--- config.mk ---
export PLATFORM = sky130hd
export DESIGN_NAME = sap1_loader
export DESIGN_NICKNAME = d
export VERILOG_FILES = /design/src/rtl/sap1_loader.sv
export SDC_FILE = /design/constraint.sdc
export NUM_CORES = 1
export LEC_CHECK = 0
export BUFFER_PORTS_ARGS = -buffer_cell sky130_fd_sc_hd__buf_2
export CAP_MARGIN = 20
export CORE_UTILIZATION = 43
export CTS_CLUSTER_DIAMETER = 80
export CTS_CLUSTER_SIZE = 28
export DETAILED_ROUTE_END_ITERATION = 6
export PLACE_DENSITY = 0.77
export RECOVER_POWER = 100
export SYNTH_ARGS = -nofsm -noshare
export SYNTH_HDL_FRONTEND = slang
export SYNTH_SLANG_ARGS = --single-unit
--- constraint.sdc ---
create_clock -name clk -period 1.3 [get_ports clk]
set_input_delay 0.065 -clock clk [delete_from_list [all_inputs] [get_ports clk]]
set_output_delay 0.065 -clock clk [all_outputs]
set_load 0.02 [all_outputs]
--- src/rtl/sap1_loader.sv ---
// sap1_loader: streams program bytes into SAP-1 RAM one strobed write at a time,
// then holds the CPU in clear for CLR_CYCLES cycles and pulses done.
module sap1_loader #(
    parameter int WORDS      = 16,
    parameter int CLR_CYCLES = 2
) (
    input  logic       clk,
    input  logic       clr,
    input  logic       start,
    input  logic       in_valid,
    input  logic [7:0] in_data,
    output logic       in_ready,
    output logic       prog,
    output logic       write,
    output logic [3:0] a,
    output logic [7:0] d,
    output logic       cpu_clr,
    output logic       busy,
    output logic       done
);
    typedef enum logic [2:0] {IDLE, ACCEPT, SETUP, STROBE, HOLD, CPUCLR, FIN} state_t;

    localparam logic [3:0] LAST     = 4'(WORDS - 1);
    localparam logic [3:0] CLR_LAST = 4'(CLR_CYCLES - 1);

    state_t     state, nxt;
    logic [3:0] cnt;

    always_ff @(posedge clk) begin
        if (clr) begin
            state <= IDLE;
            a     <= 4'd0;
            d     <= 8'd0;
            cnt   <= 4'd0;
        end else begin
            state <= nxt;
            cnt   <= (state == CPUCLR) ? cnt + 4'd1 : 4'd0;
            if (state == IDLE && start)
                a <= 4'd0;
            if (state == ACCEPT && in_valid)
                d <= in_data;
            // the last address is never incremented past, so a cannot wrap
            if (state == HOLD && a != LAST)
                a <= a + 4'd1;
        end
    end

    always_comb begin
        nxt = state;
        case (state)
            IDLE:    if (start) nxt = ACCEPT;
            ACCEPT:  if (in_valid) nxt = SETUP;
            SETUP:   nxt = STROBE;
            STROBE:  nxt = HOLD;
            HOLD:    nxt = (a == LAST) ? CPUCLR : ACCEPT;
            CPUCLR:  if (cnt == CLR_LAST) nxt = FIN;
            FIN:     nxt = IDLE;
            default: nxt = IDLE;
        endcase
    end

    assign in_ready = state == ACCEPT;
    assign prog     = state inside {ACCEPT, SETUP, STROBE, HOLD};
    assign write    = state == STROBE;
    assign cpu_clr  = state == CPUCLR;
    assign busy     = state != IDLE;
    assign done     = state == FIN;
endmodule
==> qor.csv <==
stage,metric,value,unit
cts,# H-tree levels,1,
cts,worst skew pair latency,0.31,ns
sta,Period minus WS final,1.49,ns
cts,TritonCTS Buffers,3,
worst_setup_path,Buf/Inv on CP,2,
synth,post-synthesis cell count,97,
worst_setup_path,worst path cell trace,"buf_6, or3_4, and2_4, buf_6",
detailed_routing,vias per cell,5.40,
synth,number of synthesized register bits,19,
pwr,Lkg Pwr,0.000547,uW
synth,sequential area share after synthesis,43.3,%
global_route,first-pass GRT wire length,3.59,mm
synth,"top cells by area, synth","dfxtp_1 43%, mux2i_1 9.1%, nor2_1 6.0%",
synth,Mapped Avg Cell Area,9.06,sq um
synth,Post-Syn Area,878,sq um
synth,dominant cell type by area after synthesis,dfxtp_1,
layout,Final Non-Filler Cells,170,
detailed_routing,remaining antenna violation count,0,
global_route,maximum number of pins on one net before global-route repair,16,
floorplanning,die footprint,2230,sq um
detailed_routing,drt pass-1 iters,4,
placed_design,IO buf count,29,
placed_design,placed insts,150,
placed_design,GP Congestion,0.796,
sta,setup violators final,16,
min_path,worst hold-check path type,input pin to register,
pwr,Total Power,1240,uW
layout,Nets,161,
sta,post-route setup slack,-0.188,ns
sta,RSZ-0062 raised after global routing,true,
sta,Rel. slew slack,81.3,%
cts,clk sinks,19,
worst_setup_path,slowest CP cell,or3_4,
sta,Final Hold Violating Endpoints,0,
detailed_routing,WL met3,132,microns
global_route,vias in the first global route,794,
job,max-cap violations,0,
layout,"commonest non-fill, non-tap cells in the layout","16 x dfxtp_1, 14 x nor2_1, 12 x buf_2, 12 x clkbuf_1, 11 x buf_4",
synth,Synthesis Warnings,0,
floorplanning,I/O Pins,30,
cts,Worst-path clk slew,0.11,ns
pwr,Max rail drop VDD,0.792,mV
layout,Layout area overhead,51.6,%
sta,Slew Limit Fails,0,
floorplanning,Rows,15,
layout,fraction of final layout cells with drive strength greater than 1,37.2,%
global_route,All-Layer GR Usage,24.1,%
cts,Max Root-Sink Buffers,2,
floorplanning,chip width,47.2,microns
floorplanning,Starting Density,48.2,%
detailed_routing,routed wl met2,1.30,mm
status,failing checks,negative setup slack,
detailed_routing,# DRC,0,
floorplanning,CORE AREA,1820,sq um
global_route,initial antenna violation count,0,
floorplanning,die height,47.2,microns
worst_setup_path,"CP delay by family, top",simple AND/OR/NAND/NOR gates,
placed_design,DP HPWL,1.37,mm
detailed_routing,drt total wl,2.50,mm
worst_setup_path,"Req. time, crit path",1.24,ns
layout,"most common cell after layout, fill and taps aside",dfxtp_1,
detailed_routing,highest routed layer,met4,
global_route,grt ovf,0,
worst_setup_path,biggest cell delay along the critical path,0.38,ns
layout,Diodes inserted,0,
worst_setup_path,most used cell along the critical path,buf_6,
synth,post-synth top area share,43.3,%
detailed_routing,M1 WL,984,microns
worst_setup_path,Worst EP arrival,1.42,ns
sta,Fmax,0.672,GHz
worst_setup_path,critical path type,register to output port,
detailed_routing,initial DRC count,28,
detailed_routing,routed length per placed instance,14.7,microns
synth,syn_nets,112,
detailed_routing,vias after detailed routing,918,
sta,Worst-Margin Slew,0.277,ns
sta,Max Clock Skew,0.00189,ns
worst_setup_path,CP Launch Type,register,
sta,final cycle utilization of the critical path,114,%
synth,Yosys cell types,35,
worst_setup_path,CP Capture Type,output port,
cts,root buffer cell,clkbuf_4,
cts,CTS tree,done,
worst_setup_path,"Max FO, Critical Path",4,
status,outcome,"complete, but fails checks",
pwr,Power Density,931,nW/um^2
==> Yosys cell counts <==
| library cell | count |
|---|---|
| a211oi_1 | 1 |
| a21oi_1 | 5 |
| a31oi_1 | 1 |
| and2_1 | 1 |
| and3_1 | 1 |
| buf_2 | 2 |
| clkbuf_1 | 3 |
| clkbuf_2 | 1 |
| dfxtp_1 | 19 |
| ha_1 | 3 |
| inv_1 | 4 |
| mux2i_1 | 8 |
| nand2_1 | 2 |
| nand3_1 | 5 |
| nand3b_1 | 1 |
| nand4_1 | 1 |
| nor2_1 | 14 |
| nor2b_1 | 1 |
| nor3_1 | 1 |
| nor3b_1 | 3 |
| nor4bb_1 | 1 |
| o2111ai_1 | 1 |
| o211ai_1 | 2 |
| o21a_1 | 2 |
| o21ai_0 | 3 |
| o21ba_2 | 1 |
| o221a_2 | 1 |
| o22ai_1 | 1 |
| o41ai_1 | 1 |
| or2_2 | 1 |
| or3_1 | 2 |
| or3b_1 | 1 |
| or4b_1 | 1 |
| xnor2_1 | 1 |
| xor2_1 | 1 |
==> power by group <==
group	internal [uW]	switching, uW
Clock	118	199
Sequential	602	13.7
Combinational	160	147
Total	880	359
==> cells by family after synthesis <==
group | synth area share, %
xor+xnor | 1.99
mux | 9.12
fa+ha+maj | 4.27
simple gates | 21.9
compound gates | 14.7
buf+inv | 4.70
flops | 43.3
==> stage by stage <==
stage / setup TNS, ns / setup WS (ns) / utilization, % / area [sq um] / hold slack, ns
2_1_floorplan: -0.0199 / -0.0199 / - / 881 / 0.134
3_3_place_gp: -0.0231 / -0.0223 / 59.0 / 1070 / 0.300
3_5_place_dp: -0.286 / -0.0705 / 59.0 / 1070 / 0.312
4_1_cts: -0.848 / -0.186 / 72.2 / 1320 / 0.0234
5_1_grt: -2.11 / -0.231 / 73.1 / 1330 / 0.0426
6_report: -1.22 / -0.188 / 73.1 / 1330 / 0.0331
==> path summary, 6_finish.rpt <==
| path | from | endpoint | slack [ns] | depth (start not counted) |
|---|---|---|---|---|
| worst max-delay path | state[1] | prog | -0.19 | 4 |
| worst min-delay path | in_data[1] | d[1] | 0.03 | 3 |
| worst max register to register | state[2] | a[3] | -0.15 | 4 |
| worst min register to register | cnt[0] | cnt[0] | 0.48 | 1 |
==> area by class of cell <==
type	instances	area, sq um
clock inverters	1	7.51
multi-input cells	68	520
fillers	146	489
repair buffers	50	348
flip-flops and latches	19	387
inverters	4	15.0
clock buffers	3	22.5
well taps	25	31.3
==> routing by layer <==
| layer | up-vias | global-route usage, % |
|---|---|---|
| met5 | - | 0 |
| met4 | 0 | 9.71 |
| met3 | 12 | 8.46 |
| met2 | 36 | 41.1 |
| met1 | 428 | 27.4 |
| li1 | 442 | - |
==> sequential cells by signal (all words and copies together) (netlist names) <==
| register | cells |
|---|---|
| state | 3 |
| d | 8 |
| a | 4 |
| cnt | 4 |
==> tightest hold or removal path, cell delays in order <==
cell and delay, ns:
buf_2 0.08, mux2i_2 0.06, nor2_1 0.10
==> timing repair <==
item,in CTS,in global routing
pin swaps,9,5
setup buffers,8,2
resized for setup,24,7
setup endpoints to repair,16,19
hold buffers,7,0
hold endpoints to repair,7,0
(Power assumes the default switching activity.)
